==> src/rtl/fetch_queue_pkg.sv <==
// Shared types and widths for the fetch stage and its neighbours.
package fetch_queue_pkg;
  localparam int PC_W          = 16;
  localparam int INSTR_W       = 32;
  localparam int FETCH_ENTRY_W = PC_W + INSTR_W;

  typedef enum logic {RUN, BUBBLE} fq_state_e;
endpackage

==> src/rtl/fetch_queue_fifo.sv <==
// DEPTH x W synchronous FIFO with a registered head that holds its last value when empty.
module fetch_queue_fifo
  import fetch_queue_pkg::*;
#(
  parameter int DEPTH = 4,
  parameter int W     = FETCH_ENTRY_W
) (
  input  logic                         clk,
  input  logic                         rst,
  input  logic                         push,
  input  logic                         pop,
  input  logic                         clear,
  input  logic [W-1:0]                 wdata,
  output logic                         head_valid,
  output logic [W-1:0]                 head_data,
  output logic [$clog2(DEPTH+1)-1:0]   count
);
  localparam int PTR_W = $clog2(DEPTH);
  localparam int CNT_W = $clog2(DEPTH+1);

  logic [W-1:0]     mem_q [DEPTH];
  logic [W-1:0]     mem_d [DEPTH];
  logic [PTR_W-1:0] wr_q, wr_d, rd_q, rd_d;
  logic [CNT_W-1:0] cnt_q, cnt_d;
  logic [W-1:0]     head_q, head_d;

  always_comb begin
    mem_d  = mem_q;
    wr_d   = wr_q;
    rd_d   = rd_q;
    cnt_d  = cnt_q;
    head_d = head_q;
    if (clear) begin
      wr_d  = '0;
      rd_d  = '0;
      cnt_d = '0;
    end else begin
      if (push) begin
        mem_d[wr_q] = wdata;
        wr_d        = wr_q + PTR_W'(1);
      end
      if (pop) rd_d = rd_q + PTR_W'(1);
      if (push && !pop)      cnt_d = cnt_q + CNT_W'(1);
      else if (pop && !push) cnt_d = cnt_q - CNT_W'(1);
      // Next head may be the word being written this cycle (empty, or last entry popped).
      if (cnt_d != '0) head_d = (push && (wr_q == rd_d)) ? wdata : mem_q[rd_d];
    end
  end

  always_ff @(posedge clk) begin
    if (rst) begin
      for (int i = 0; i < DEPTH; i++) mem_q[i] <= '0;
      wr_q   <= '0;
      rd_q   <= '0;
      cnt_q  <= '0;
      head_q <= '0;
    end else begin
      mem_q  <= mem_d;
      wr_q   <= wr_d;
      rd_q   <= rd_d;
      cnt_q  <= cnt_d;
      head_q <= head_d;
    end
  end

  assign head_valid = (cnt_q != '0);
  assign head_data  = head_q;
  assign count      = cnt_q;
endmodule

==> src/rtl/fetch_queue.sv <==
// Instruction prefetch: owns the PC, buffers {pc, instr} for decode, handles redirect and flush.
module fetch_queue
  import fetch_queue_pkg::*;
#(
  parameter int              DEPTH           = 4,
  parameter logic [PC_W-1:0] RESET_PC        = 16'h0000,
  parameter int              REDIRECT_BUBBLE = 1
) (
  input  logic                       clk,
  input  logic                       rst,
  output logic [PC_W-1:0]            imem_addr,
  input  logic [INSTR_W-1:0]         imem_data,
  input  logic                       redirect_valid,
  input  logic [PC_W-1:0]            redirect_pc,
  input  logic                       flush_pipeline,
  input  logic                       dec_ready,
  output logic                       out_valid,
  output logic [INSTR_W-1:0]         out_instr,
  output logic [PC_W-1:0]            out_pc,
  output logic [$clog2(DEPTH+1)-1:0] occupancy
);
  localparam int              CNT_W    = $clog2(DEPTH+1);
  localparam logic [CNT_W-1:0] FULL     = CNT_W'(DEPTH);
  localparam logic [1:0]       BUB_INIT = 2'(REDIRECT_BUBBLE);

  fq_state_e          state_q, state_d;
  logic [1:0]         bub_q, bub_d;
  logic [PC_W-1:0]    pc_q, pc_d;
  logic               push, pop, clear;
  logic [FETCH_ENTRY_W-1:0] head;

  // Redirect wins over flush; both discard the queue and block push/pop.
  assign clear = redirect_valid | flush_pipeline;
  assign pop   = out_valid & dec_ready & ~clear;
  assign push  = (state_q == RUN) & ~clear & ((occupancy < FULL) | pop);

  always_comb begin
    pc_d    = pc_q;
    state_d = state_q;
    bub_d   = bub_q;
    if (redirect_valid) begin
      pc_d = redirect_pc;
      if (REDIRECT_BUBBLE > 0) begin
        state_d = BUBBLE;
        bub_d   = BUB_INIT;
      end
    end else begin
      if (push) pc_d = pc_q + PC_W'(1);
      if (state_q == BUBBLE) begin
        if (bub_q == 2'd1) begin
          state_d = RUN;
          bub_d   = '0;
        end else begin
          bub_d = bub_q - 2'd1;
        end
      end
    end
  end

  always_ff @(posedge clk) begin
    if (rst) begin
      pc_q    <= RESET_PC;
      state_q <= RUN;
      bub_q   <= '0;
    end else begin
      pc_q    <= pc_d;
      state_q <= state_d;
      bub_q   <= bub_d;
    end
  end

  fetch_queue_fifo #(.DEPTH(DEPTH), .W(FETCH_ENTRY_W)) u_fifo (
    .clk       (clk),
    .rst       (rst),
    .push      (push),
    .pop       (pop),
    .clear     (clear),
    .wdata     ({pc_q, imem_data}),
    .head_valid(out_valid),
    .head_data (head),
    .count     (occupancy)
  );

  assign imem_addr = pc_q;
  assign out_pc    = head[FETCH_ENTRY_W-1:INSTR_W];
  assign out_instr = head[INSTR_W-1:0];
endmodule
==> config.mk <==
export PLATFORM = sky130hd
export DESIGN_NAME = fetch_queue
export DESIGN_NICKNAME = d
export VERILOG_FILES = /design/src/rtl/fetch_queue_pkg.sv /design/src/rtl/fetch_queue_fifo.sv /design/src/rtl/fetch_queue.sv
export SDC_FILE = /design/constraint.sdc
export NUM_CORES = 1
export LEC_CHECK = 0
export BUFFER_PORTS_ARGS = -buffer_cell sky130_fd_sc_hd__buf_2
export CAP_MARGIN = 5
export CELL_PAD_IN_SITES_DETAIL_PLACEMENT = 1
export CELL_PAD_IN_SITES_GLOBAL_PLACEMENT = 1
export CORE_MARGIN = 5
export CORE_UTILIZATION = 41
export DETAILED_ROUTE_END_ITERATION = 6
export GPL_ROUTABILITY_DRIVEN = 0
export MAX_ROUTING_LAYER = met4
export PLACE_DENSITY = 0.73
export SLEW_MARGIN = 20
export SYNTH_ARGS = -nofsm -noshare
export SYNTH_HDL_FRONTEND = slang
export SYNTH_HIERARCHICAL = 1
export SYNTH_SLANG_ARGS = --single-unit
==> constraint.sdc <==
create_clock -name clk -period 6.3 [get_ports clk]
set_clock_uncertainty 0.2 [all_clocks]
set_input_delay 0.315 -clock clk [delete_from_list [all_inputs] [get_ports clk]]
set_output_delay 0.315 -clock clk [all_outputs]
set_load 0.02 [all_outputs]
**Word-level counts from Yosys, hierarchy flattened**

Cells that the tools add are included.

- Bits of input ports: 53
- Output and inout port bits: 68
- Word-level logic and storage cells: 68
- Register bits: 266

- Reduce and logical (&&, ||, !) cells: 14
- Bitwise operators: 10
- $lt $le $gt $ge: 4
- Add/subtract/negate cells: 6
- Equality and inequality tests: 2
- Mux-type cells: 20

Operator list:

| kind | number |
|---|---|
| 192-bit bitwise mux | 1 |
| 48-bit 2-to-1 mux | 4 |
| 48-bit binary-select mux with 2-bit select | 1 |
| 48-bit demux with 2-bit select | 1 |
| 16-bit 2-to-1 mux | 2 |
| 16-bit by 1-bit adder with 16-bit output (second input constant) | 1 |
| 3-bit 2-to-1 mux | 3 |
| 3-bit >= comparator (second input constant) | 2 |
| 2-bit 2-to-1 mux | 3 |
| 2-bit NOT with 3-bit output | 2 |
| 3-bit nonzero test | 2 |
| 1-bit 2-to-1 mux | 5 |
| 2-bit by 1-bit adder with 2-bit output (second input constant) | 2 |
| 1-bit AND | 4 |
| 1-bit logical AND | 4 |
| 2-bit AND reduction | 2 |
| 2-bit nonzero test | 2 |
| 2-bit OR reduction | 2 |
| 3-bit by 1-bit adder with 3-bit output (second input constant) | 1 |
| 3-bit by 1-bit less-than comparator with 1-bit output (second input constant) | 1 |
| 3-bit less-than comparator (second input constant) | 1 |
| 3-bit by 1-bit subtractor with 3-bit output (second input constant) | 1 |
| 2-bit by 1-bit == test with 1-bit output (second input constant) | 1 |
| 2-bit == test | 1 |
| other kinds (4) | 7 |

**Longest topological paths before layout**

Gate-level depths: netlist (run 1).

- Word-level depth: 12
- Gate-level depth with buffers: 14
- Mapped depth without buffers: 11

**Modules after synthesis**

The synthesis (run 1) kept the hierarchy.

By module, submodules not included:

| module | seq. area each (um2) | instances | cells an instance | area each (um2) |
|---|---|---|---|---|
| fetch_queue_fifo | 4944.7 | 1 | 1233 | 10548.9 |
| fetch_queue | 380.4 | 1 | 134 | 1082.3 |

**Worst setup path after synthesis (run 1)**

OpenSTA, ideal clock, no wires.

- Path kind: register to register
- From: register u_fifo.cnt_q[0], in the netlist u_fifo/count[0]
- To: register u_fifo.head_q[29], in the netlist u_fifo/head_data[29]
- Clock period less this slack: 3496 ps
- Path slack: 2804 ps
- Arrival: 3207 ps
- Library setup time: 89 ps
- Data required time: 6011 ps
- Cell stages (with the launch flop): 14
- Path buffers: 3
- Cell sequence: dfxtp_1 > inv_1 > ha_1 > nand2b_1 > a21boi_0 > or2_4 > inv_1 > buf_2 > a2bb2oi_2 > mux2_4 > or2_1 > buf_2 > buf_6 > a311oi_2

- Cells in the longest elaborated chain, start to end: 12
- Elaborated cells on any way between the ends: 26
- Those cells by class: add/sub (2); order compare (1); eq/ne (1); mux (9); bitwise (5); reduce/logical (8)

RTL lines:

| element | line | text |
|---|---|---|
| start: declaration | fetch_queue_fifo.sv:24 | `logic [CNT_W-1:0] cnt_q, cnt_d;` |
| start signal: assignment | fetch_queue_fifo.sv:61 | `cnt_q <= cnt_d;` |
| 3-bit nonzero test * | fetch_queue_fifo.sv:66 | `assign head_valid = (cnt_q != '0);` |
| named net out_valid | fetch_queue.sv:17 | `output logic out_valid,` |
| 1-bit AND * (2 in a row) | fetch_queue.sv:34 | `assign pop = out_valid & dec_ready & ~clear;` |
| 1-bit OR * | fetch_queue.sv:35 | `assign push = (state_q == RUN) & ~clear & ((occupancy < FULL) \| pop);` |
| 1-bit AND * | fetch_queue.sv:35 |  |
| named net push | fetch_queue.sv:29 | `logic push, pop, clear;` |
| 1-bit logical NOT | fetch_queue_fifo.sv:44 | `else if (pop && !push) cnt_d = cnt_q - CNT_W'(1);` |
| 1-bit logical AND | fetch_queue_fifo.sv:44 |  |
| 3-bit 2-to-1 mux | fetch_queue_fifo.sv:44 |  |
| 3-bit 2-to-1 mux | fetch_queue_fifo.sv:43 | `if (push && !pop) cnt_d = cnt_q + CNT_W'(1);` |
| 3-bit 2-to-1 mux | fetch_queue_fifo.sv:33 | `if (clear) begin` |
| 3-bit nonzero test | fetch_queue_fifo.sv:46 | `if (cnt_d != '0) head_d = (push && (wr_q == rd_d)) ? wdata : mem_q[rd_d];` |
| 2-bit AND reduction (no source line) | -- |  |
| end signal: assignment | fetch_queue_fifo.sv:56 | `head_q <= '0;` |
| end signal: assignment | fetch_queue_fifo.sv:62 | `head_q <= head_d;` |
| end: declaration | fetch_queue_fifo.sv:25 | `logic [W-1:0] head_q, head_d;` |

Mark *: on every way through the listed nets, which the timed path passes. The rest lies on a longest branch. The select of a mux whose other input is x is not followed.
A chain may end at the register's enable or synchronous reset.

**Worst setup path after layout (run 1)**

- From: register u_fifo.cnt_q[0], in the netlist u_fifo/count[0]
- To: register u_fifo.head_q[7], in the netlist u_fifo/head_data[7]

- Cells in the longest elaborated chain, start to end: 12
- Elaborated cells on any way between the ends: 26
- Those cells by class: add/sub (2); order compare (1); eq/ne (1); mux (9); bitwise (5); reduce/logical (8)

RTL lines:

| element | line |
|---|---|
| 3-bit nonzero test | fetch_queue_fifo.sv:66 |
| 1-bit AND (2 in a row) | fetch_queue.sv:34 |
| 1-bit OR * | fetch_queue.sv:35 |
| 1-bit AND * | fetch_queue.sv:35 |
| named net push | fetch_queue.sv:29 |
| 1-bit logical NOT | fetch_queue_fifo.sv:44 |
| 1-bit logical AND | fetch_queue_fifo.sv:44 |
| 3-bit 2-to-1 mux | fetch_queue_fifo.sv:44 |
| 3-bit 2-to-1 mux | fetch_queue_fifo.sv:43 |
| 3-bit 2-to-1 mux | fetch_queue_fifo.sv:33 |
| 3-bit nonzero test | fetch_queue_fifo.sv:46 |
| 2-bit AND reduction (no source line) | -- |

Marked as above.

==> run summary, run 1 <==
Fmax = 202.2 MHz
Initial antenna violation count = 0
VDD IR max = 0.1958 mV
Fin. Hold Viols = 0
Core area = 0.02793 mm²
Setup TNS = 0 ps
Fin crit share = 78.50%
CTS tree = built
IO Count = 121
HPWL after DPL = 21890 µm
Arr. time, crit path = 5150 ps
Peak per-stage delay on the critical path = 660 ps
Main synth FF type = dfxtp_1
Cell count after synthesis = 1367
DRT iter0 DRCs = 587
Clk slew on worst S/H paths = 60 ps
Max Cap Viol = 0
Net Count, Synth = 1429
CP bufs+invs = 4
Final Util = 49.52%
Antenna-violating nets left = 0
Seq/Total Area, Yosys = 45.78%
Reg-to-reg endpoint = u_fifo/head_data[7]$_SDFFE_PP0P_
CTS sink count = 266
Vias in the first global route = 10620
Power per cell area = 266.3 mW/mm²
CTS buffer count = 31
RSZ-0062 raised after global routing = false
Die height = 178.4 µm
Detailed-route via count = 10370
Clk_lat worst skew = 540 ps
Crit end category = flop
Die W = 178.4 µm
Critical Path Sink = u_fifo/head_data[7]$_SDFFE_PP0P_
P_leak = 4.650 nW
Crit Path Max Fanout = 49
PortBufs = 120
Drt wl/cell = 19.73 µm
Ys Warns = 6
CP Data Required Time = 6500 ps
Final setup vio count = 0
Crit-path slowest cell = or2_2
Root Buffer = clkbuf_16
Worst slew pin tran = 1002 ps
Fraction of registers with async set/reset = 0%
Most frequent cells in the layout = nand2_1 (503), dfxtp_1 (266), a21oi_1 (195)
Post-synth EDFFs = 0
FF-to-FF Start = u_fifo/count[0]$_SDFF_PP0_
Slew Limit Headroom = 33.23%
First drt pass iteration count = 5
Full die area = 0.03184 mm²
Crit path depth = 12
Vias per inst = 5.526
Synth cell types = 54
Avg Inst Size Synth = 8.509 µm²
Dpl cell area = 0.01236 mm²
Pin count of the biggest net entering global routing = 110
Worst-case clock buffer depth = 3
Critical path origin = u_fifo/count[0]$_SDFF_PP0_
CTS H-Tree Depth = 1
Critical path startpoint category = flop
WS Path Type = reg2reg
Ant. Diodes = 0
Global Route Usage Sum = 23.62%
Synth-to-Final Area Change = 18.93%
Crit-path leading delay family = simple AND/OR/NAND/NOR gates
Mapped Area = 0.01163 mm²
First-pass GRT wire length = 58590 µm
Finished Cell Area = 0.01383 mm²
Commonest non-fill, non-tap cell in the layout = nand2_1
DRC = 0
Hold Path Class = in2reg
Share of cells above drive strength 1 = 17.81%
Max Slew Vio Count = 0
Nets = 1538
R2R depth = 12
Final wirelength = 37030 µm
Final min period = 4945 ps
Grt ovf = 0
FF-to-FF setup slack = 1350 ps
Initial core utilization = 41.64%
Crit-path cells = inv_1, ha_1, nand2b_1, a21boi_0, or2_4, inv_1, nor2b_1, a22o_2, buf_4, or2_2, buf_4, a311oi_1
Status = finished clean
#FFs+latches synth = 266
# rows = 61
[power by group]
| group | switching, mW | total, mW | internal, mW |
|---|---|---|---|
| Combinational | 0.151 | 0.242 | 0.0907 |
| Sequential | 0.0370 | 1.74 | 1.71 |
| Clock | 0.706 | 1.70 | 0.992 |
[Yosys cell counts, drive strengths merged (8+ instances only)]
master | count | share of area, %
clkbuf | 73 | 2.4
nor2 | 14 | 0.45
a21oi | 195 | 8.4
nand2 | 505 | 16
mux4 | 48 | 9.4
or3 | 10 | 0.58
a31oi | 15 | 0.81
inv | 8 | 0.26
a311oi | 49 | 4.8
buf | 39 | 2.0
nor3 | 53 | 2.3
and2 | 8 | 0.43
ha | 9 | 0.97
dfxtp | 266 | 46
[tightest hold or removal path, cell delays in order]
cell     delay [ps]
buf_2           230
nand2_1         100
a31oi_1          70
[layer usage]
metal  vias to the layer above  wire length, µm  track usage (%)
met2                       211            18240            40.44
met3                        56             1361            2.480
met1                      5167            16690            30.46
li1                       4939                -                -
met4                         0              740            5.085
met5                         -                0                -
[repair_timing]
| item | CTS | global route |
|---|---|---|
| hold endpoints to repair | 176 | 0 |
| setup buffers | 0 | 0 |
| hold buffers | 50 | 0 |
| gates resized for setup | 0 | 0 |
[stage by stage]
step                      hold slack [ps]  instances  total power [mW]  worst slack (ps)
final                               23.99       1877             3.684              1355
after global routing                25.12       1877             3.818              1006
after CTS                          0.6039       1876             3.721              1391
after detailed placement            247.1       1770             1.997              1408
after global placement              238.4       1770             1.992              1649
after floorplan                     231.5       1367             1.901              2804
[sequential cells by signal, indices dropped and copies added (netlist names)]
register	count
u_fifo/count	3
bub_q	2
u_fifo/rd_q	2
imem_addr	16
u_fifo/head_data	48
u_fifo/mem_q	192
state_q	1
u_fifo/wr_q	2
[worst min path at each step]
stage / startpoint / slack [ps] / to / cells past startpoint
floorplan: u_fifo/mem_q[187]$_SDFFE_PP0P_ / 230 / u_fifo/mem_q[187]$_SDFFE_PP0P_ / 2
global placement: u_fifo/mem_q[79]$_SDFFE_PP0P_ / 240 / u_fifo/mem_q[79]$_SDFFE_PP0P_ / 2
detailed placement: u_fifo/mem_q[48]$_SDFFE_PP0P_ / 250 / u_fifo/mem_q[48]$_SDFFE_PP0P_ / 2
CTS: redirect_valid / 0.6 / imem_addr[9]$_SDFFE_PP0P_ / 3
global route: redirect_valid / 30 / imem_addr[9]$_SDFFE_PP0P_ / 3
finish: redirect_valid / 20 / imem_addr[9]$_SDFFE_PP0P_ / 3
[layout make-up]
class	instances	area, µm²
Clock inverter	10	81.33
Tap cell	378	473.0
Sequential cell	266	5325
Multi-Input combinational cell	980	5791
Clock buffer	46	872.1
Inverter	9	33.78
Timing Repair Buffer	188	1257
Fill cell	3340	14100
[logic make-up after synthesis]
| group | count (synthesis) | share of synthesized area [%] |
|---|---|---|
| buf+inv | 121 | 4.669 |
| compound gates | 277 | 15.30 |
| simple gates | 630 | 22.35 |
| fa+ha+maj | 9 | 0.9682 |
| mux | 54 | 9.951 |
| flops | 266 | 45.78 |
| xor+xnor | 10 | 0.9790 |
Note: power is estimated with default switching activity, not from simulation.
==> run 2: changes to the inputs <==
--- a/config.mk
+++ b/config.mk
@@ -10,11 +10,11 @@
 export CELL_PAD_IN_SITES_DETAIL_PLACEMENT = 1
 export CELL_PAD_IN_SITES_GLOBAL_PLACEMENT = 1
 export CORE_MARGIN = 5
-export CORE_UTILIZATION = 41
+export CORE_UTILIZATION = 40
 export DETAILED_ROUTE_END_ITERATION = 6
 export GPL_ROUTABILITY_DRIVEN = 0
 export MAX_ROUTING_LAYER = met4
-export PLACE_DENSITY = 0.73
+export PLACE_DENSITY = 0.75
 export SLEW_MARGIN = 20
 export SYNTH_ARGS = -nofsm -noshare
 export SYNTH_HDL_FRONTEND = slang
==> constraint.sdc (replaced) <==
create_clock -name clk -period 4 [get_ports clk]
set_clock_uncertainty 0.2 [all_clocks]
set_input_delay 0.2 -clock clk [delete_from_list [all_inputs] [get_ports clk]]
set_output_delay 0.2 -clock clk [all_outputs]
set_load 0.02 [all_outputs]
==> run 2 against run 1 <==
Compared with the run above: utilization increased by 0.16 points; non-clock buffer count is 29 higher; combinational power grew 66%; critical path depth unchanged; hold slack improved by 63 ps; flip-flop and latch count unchanged; global-route usage fell by 0.55 points; via count rose by 1.8%; worst setup slack lost 980 ps; die area grew 2.4%; clock power up 69%; cell count rose by 1.8%.
==> run summary, run 2 (synthesized netlist as in run 1, its figures left out) <==
Crit Path Max Fanout = 30
Max Cap Viol = 0
CTS buffer count = 30
Sequential power share = 45.6%
Crit-path leading delay family = simple AND/OR/NAND/NOR gates
Largest Register = u_fifo/mem_q
Die W = 180.5 µm
Synth-to-Final Area Change = 22.60%
Arr. time, crit path = 3870 ps
Hold path endpoint = u_fifo/mem_q[88]$_SDFFE_PP0P_
Final setup vio count = 0
Pin count of the biggest net entering global routing = 160
HPWL after DPL = 21770 µm
Global Route Usage Sum = 23.07%
Status = finished clean
Fmax = 275.8 MHz
WS Path Type = reg2reg
RSZ-0062 raised after global routing = false
Switching pwr = 1.405 mW
Core area = 0.02870 mm²
# rows = 62
Root Buffer = clkbuf_16
Final min period = 3626 ps
Vias per inst = 5.531
Clk slew on worst S/H paths = 60 ps
Commonest non-fill, non-tap cell in the layout = nand2_1
CTS tree = built
Most frequent cells in the layout = nand2_1 (504), dfxtp_1 (266), a21oi_1 (195)
PortBufs = 120
DRC = 0
Final Non-Filler Cells = 1910
Crit end category = flop
Gate power share = 6.7%
PnR worst setup slack = 374.0 ps
First-pass GRT wire length = 60600 µm
First drt pass iteration count = 4
Grt ovf = 0
Worst slew pin tran = 1066 ps
Reg-to-reg endpoint = u_fifo/head_data[12]$_SDFFE_PP0P_
Worst Hold Depth = 2
Clk_lat worst skew = 550 ps
CTS H-Tree Depth = 1
Initial antenna violation count = 0
Hold Path Class = in2reg
Fin crit share = 90.65%
CP Data Required Time = 4240 ps
CP most frequent cell = inv_1
Setup Slack @ Placement = 317.8 ps
Post-CTS setup buffer count = 0
DRT iter0 DRCs = 662
P_leak = 4.856 nW
Worst-case clock buffer depth = 3
CP bufs+invs = 3
CTS sink count = 266
Die height = 180.5 µm
Setup TNS = 0 ps
Dpl cell area = 0.01253 mm²
Full die area = 0.03259 mm²
FF-to-FF setup slack = 370 ps
R2R depth = 12
P_int = 4.614 mW
Min-Delay Startpoint = rst
Max Slew Vio Count = 0
Crit-path cells = inv_1, ha_1, nand2b_1, a21boi_0, or2_4, inv_1, nor2b_1, a2bb2oi_2, mux2_4, or2_2, buf_12, a311oi_1
Switch share = 23.35%
Nets = 1566
Antenna-violating nets left = 0
Detailed-route via count = 10560
Finished Cell Area = 0.01426 mm²
FF-to-FF Start = u_fifo/count[0]$_SDFF_PP0_
Critical path startpoint category = flop
VDD IR max = 0.3105 mV
Power per cell area = 422.1 mW/mm²
Placed cell count = 1788
Drt wl/cell = 19.66 µm
Initial core utilization = 40.52%
Final wirelength = 37550 µm
Max reg flops = 192
Final Util = 49.68%
Crit-path slowest cell = or2_2
Share of cells above drive strength 1 = 18.48%
Vias in the first global route = 11220
Layout filler cell count = 3393
Peak per-stage delay on the critical path = 520 ps
Slew Limit Headroom = 28.90%
IO Count = 121
Ant. Diodes = 0
Clock network fraction of design power = 47.7%
Fin. Hold Viols = 0
## run 2: cell count changes in the layout (fill, tap and decap cells not counted), sizes merged
| cell | change |
|---|---|
| buf | +12 |
| bufinv | +2 |
| clkbuf | -2 |
| clkinv | -3 |
| dlygate4sd3 | +18 |
## run 2: worst max-delay path by stage
stage | cells after the start | slack [ps] | endpoint | startpoint
after floorplan | 13 | 500 | u_fifo/head_data[29]$_SDFFE_PP0P_ | u_fifo/count[0]$_SDFF_PP0_
after global placement | 12 | 500 | u_fifo/head_data[42]$_SDFFE_PP0P_ | u_fifo/count[0]$_SDFF_PP0_
after detailed placement | 12 | 320 | u_fifo/head_data[12]$_SDFFE_PP0P_ | u_fifo/count[0]$_SDFF_PP0_
after CTS | 12 | 300 | u_fifo/head_data[12]$_SDFFE_PP0P_ | u_fifo/count[0]$_SDFF_PP0_
after global routing | 12 | 80 | u_fifo/head_data[19]$_SDFFE_PP0P_ | u_fifo/count[0]$_SDFF_PP0_
final | 12 | 370 | u_fifo/head_data[12]$_SDFFE_PP0P_ | u_fifo/count[0]$_SDFF_PP0_
## run 2: per-stage QoR
stage,hold WS [ps],power [mW]
floorplan,136.0,2.994
global placement,237.6,3.144
detailed placement,244.9,3.151
CTS,121.7,6.070
global route,133.7,6.225
finish,87.19,6.019
## run 2: repair_timing
item / in CTS / in global routing
endpoints found under the hold margin: 177 / 0
hold buffers: 68 / 0
gates resized for setup: 0 / 1
setup endpoints to repair: 0 / 18
## run 2: per-layer routing
layer	track usage (%)	up-vias	share of wire, %
li1	-	4988	-
met1	28.00	5280	43
met2	40.46	224	50
met3	3.088	72	4.1
met4	6.261	0	2.5
met5	-	-	0
## run 2: final cells by class
class | instances | area [µm²] | share of cell area [%]
repair buffers | 217 | 1584 | 11.11
clock buffers | 45 | 918.4 | 6.440
inverters | 9 | 33.78 | 0.2369
multi-input cells | 980 | 5794 | 40.63
flip-flops and latches | 266 | 5325 | 37.34
clock inverters | 9 | 123.9 | 0.8687
well taps | 384 | 480.5 | 3.369
## run 2: power groups by stage
| stage | registers [mW] | clock network (mW) | logic, mW |
|---|---|---|---|
| 4_1_cts | 2.74 | 2.92 | 0.401 |
| 2_1_floorplan | 2.82 | 0 | 0.178 |
| 6_report | 2.75 | 2.87 | 0.402 |
| 3_5_place_dp | 2.80 | 0 | 0.348 |
| 3_3_place_gp | 2.80 | 0 | 0.342 |
| 5_1_grt | 2.75 | 3.04 | 0.436 |
## run 2: worst register-to-register path: stages (launching register included)
cell	delay, ps
dfxtp_1	440
inv_1	120
ha_1	230
nand2b_1	100
a21boi_0	130
or2_4	340
inv_1	220
nor2b_1	250
a2bb2oi_2	110
mux2_4	310
or2_2	520
buf_12	280
a311oi_1	270
==> run 3: changes to the inputs <==
--- a/config.mk
+++ b/config.mk
@@ -7,7 +7,7 @@
 export LEC_CHECK = 0
 export BUFFER_PORTS_ARGS = -buffer_cell sky130_fd_sc_hd__buf_2
 export CAP_MARGIN = 5
-export CELL_PAD_IN_SITES_DETAIL_PLACEMENT = 1
+export CELL_PAD_IN_SITES_DETAIL_PLACEMENT = 0
 export CELL_PAD_IN_SITES_GLOBAL_PLACEMENT = 1
 export CORE_MARGIN = 5
 export CORE_UTILIZATION = 40
==> constraint.sdc (replaced) <==
create_clock -name clk -period 4 [get_ports clk]
set_clock_uncertainty 0.2 [all_clocks]
set_input_delay 0.2 -clock clk [delete_from_list [all_inputs] [get_ports clk]]
set_output_delay 0.2 -clock clk [all_outputs]
set_load 0.01 [all_outputs]
==> run 3 against run 2 <==
Compared with the run above: global-route usage down 2.3 points; fmax up 1.2%; critical path depth unchanged; routed wire length down 9.6%; first-iteration DRC count up 8.3%; non-clock buffer count up 1; power up 0.21%; sequential power about the same; combinational power down 7.0%; critical endpoint is now u_fifo/head_data[16]$_SDFFE_PP0P_.
==> run summary, run 3 (synthesized netlist as in run 1, its figures left out) <==
Ant. Diodes = 0
Peak per-stage delay on the critical path = 520 ps
Synth-to-Final Area Change = 23.00%
Most frequent cells in the layout = nand2_1 (504), dfxtp_1 (266), a21oi_1 (195)
Finished Cell Area = 0.01431 mm²
Final wirelength = 33960 µm
Vias in the first global route = 10010
# rows = 62
Crit end category = flop
DRC = 0
CP most frequent cell = inv_1
Status = finished clean
RSZ-0062 raised after global routing = false
Setup TNS = 0 ps
Commonest non-fill, non-tap cell in the layout = nand2_1
Global Route Usage Sum = 20.73%
Crit-path leading delay family = simple AND/OR/NAND/NOR gates
Core area = 0.02870 mm²
Fmax = 279.1 MHz
CTS tree = built
Nets = 1567
Drt wl/cell = 17.79 µm
Final min period = 3583 ps
Slew Limit Headroom = 46.77%
Largest Register = u_fifo/mem_q
Grt ovf = 0
Layout filler cell count = 2808
Arr. time, crit path = 3830 ps
VDD IR max = 0.3202 mV
First-pass GRT wire length = 54810 µm
HPWL after DPL = 19430 µm
Max Cap Viol = 0
Crit-path slowest cell = or2_2
Final Non-Filler Cells = 1909
CTS buffer count = 30
Post-CTS setup buffer count = 0
Placed cell count = 1788
Crit Path Max Fanout = 30
Worst-case clock buffer depth = 3
Share of cells above drive strength 1 = 18.56%
Fin. Hold Viols = 0
CTS sink count = 266
Hold Path Class = in2reg
Critical path startpoint category = flop
Crit-path cells = inv_1, ha_1, nand2b_1, a21boi_0, or2_4, inv_1, nor2b_1, a2bb2oi_2, mux2_4, or2_2, buf_12, a311oi_1
PortBufs = 120
Clk_lat worst skew = 550 ps
Antenna-violating nets left = 0
Vias per inst = 5.323
Die W = 180.5 µm
IO Count = 121
Worst slew pin tran = 792.8 ps
Initial antenna violation count = 0
CP Data Required Time = 4250 ps
Fin crit share = 89.58%
Max Slew Vio Count = 0
Root Buffer = clkbuf_16
Max reg flops = 192
First drt pass iteration count = 5
Dpl cell area = 0.01253 mm²
WS Path Type = reg2reg
Die height = 180.5 µm
Pin count of the biggest net entering global routing = 160
DRT iter0 DRCs = 717
Final Util = 49.84%
Worst hold slack = 16.09 ps
CTS H-Tree Depth = 1
Power per cell area = 421.6 mW/mm²
Initial core utilization = 40.52%
Full die area = 0.03259 mm²
P_leak = 4.870 nW
Final setup vio count = 0
Clk slew on worst S/H paths = 60 ps
CP bufs+invs = 3
Detailed-route via count = 10160
[run 3: area by class of cell]
type	instances	area [µm²]	share of cell area [%]
Multi-Input combinational cell	980	5794	40.50
Inverter	9	33.78	0.2361
Sequential cell	266	5325	37.22
Timing Repair Buffer	218	1610	11.26
Tap cell	384	480.5	3.358
Clock buffer	43	910.9	6.367
Clock inverter	9	151.4	1.058
[run 3: through the flow]
step                total power, mW  worst slack (ps)
global route                  6.232             119.0
finish                        6.032             416.6
detailed placement            3.123             404.0
floorplan                     2.972             688.4
CTS                           6.084             359.6
global placement              3.121             497.7
[run 3: routing by layer]
| layer | up-vias | wire length, µm | global-route usage (%) |
|---|---|---|---|
| met5 | - | 0 | - |
| met1 | 4889 | 15440 | 26.90 |
| met3 | 39 | 1485 | 2.765 |
| li1 | 4993 | - | - |
| met2 | 240 | 16500 | 34.95 |
| met4 | 0 | 531 | 4.295 |
[run 3: final timing paths]
path | startpoint | end | slack, ps | cells past startpoint
setup reg to reg | u_fifo/count[0]$_SDFF_PP0_ | u_fifo/head_data[16]$_SDFFE_PP0P_ | 420 | 12
hold / removal | flush_pipeline | imem_addr[7]$_SDFFE_PP0P_ | 20 | 3
hold reg to reg | u_fifo/mem_q[116]$_SDFFE_PP0P_ | u_fifo/mem_q[116]$_SDFFE_PP0P_ | 250 | 2
setup / recovery | u_fifo/count[0]$_SDFF_PP0_ | u_fifo/head_data[16]$_SDFFE_PP0P_ | 420 | 12
[run 3: report_power, final]
group	switching [mW]	internal, mW	total, mW	leakage [nW]
clock	1.09	1.82	2.91	0.523
combinational	0.213	0.160	0.374	2.20
sequential	0.0550	2.69	2.74	2.15
total	1.36	4.67	6.03	4.87
[run 3: repair_timing]
| action | CTS | global route |
|---|---|---|
| endpoints found under the hold margin | 177 | 0 |
| resized for setup | 0 | 1 |
| endpoints found under the setup margin | 0 | 2 |
| hold buffers | 68 | 0 |
[run 3: worst register-to-register path, stage by stage, from the launching register on]
cell       delay [ps]
dfxtp_1           440
inv_1             110
ha_1              200
nand2b_1          110
a21boi_0          120
or2_4             340
inv_1             230
nor2b_1           270
a2bb2oi_2         110
mux2_4            300
or2_2             520
buf_12            290
a311oi_1          250
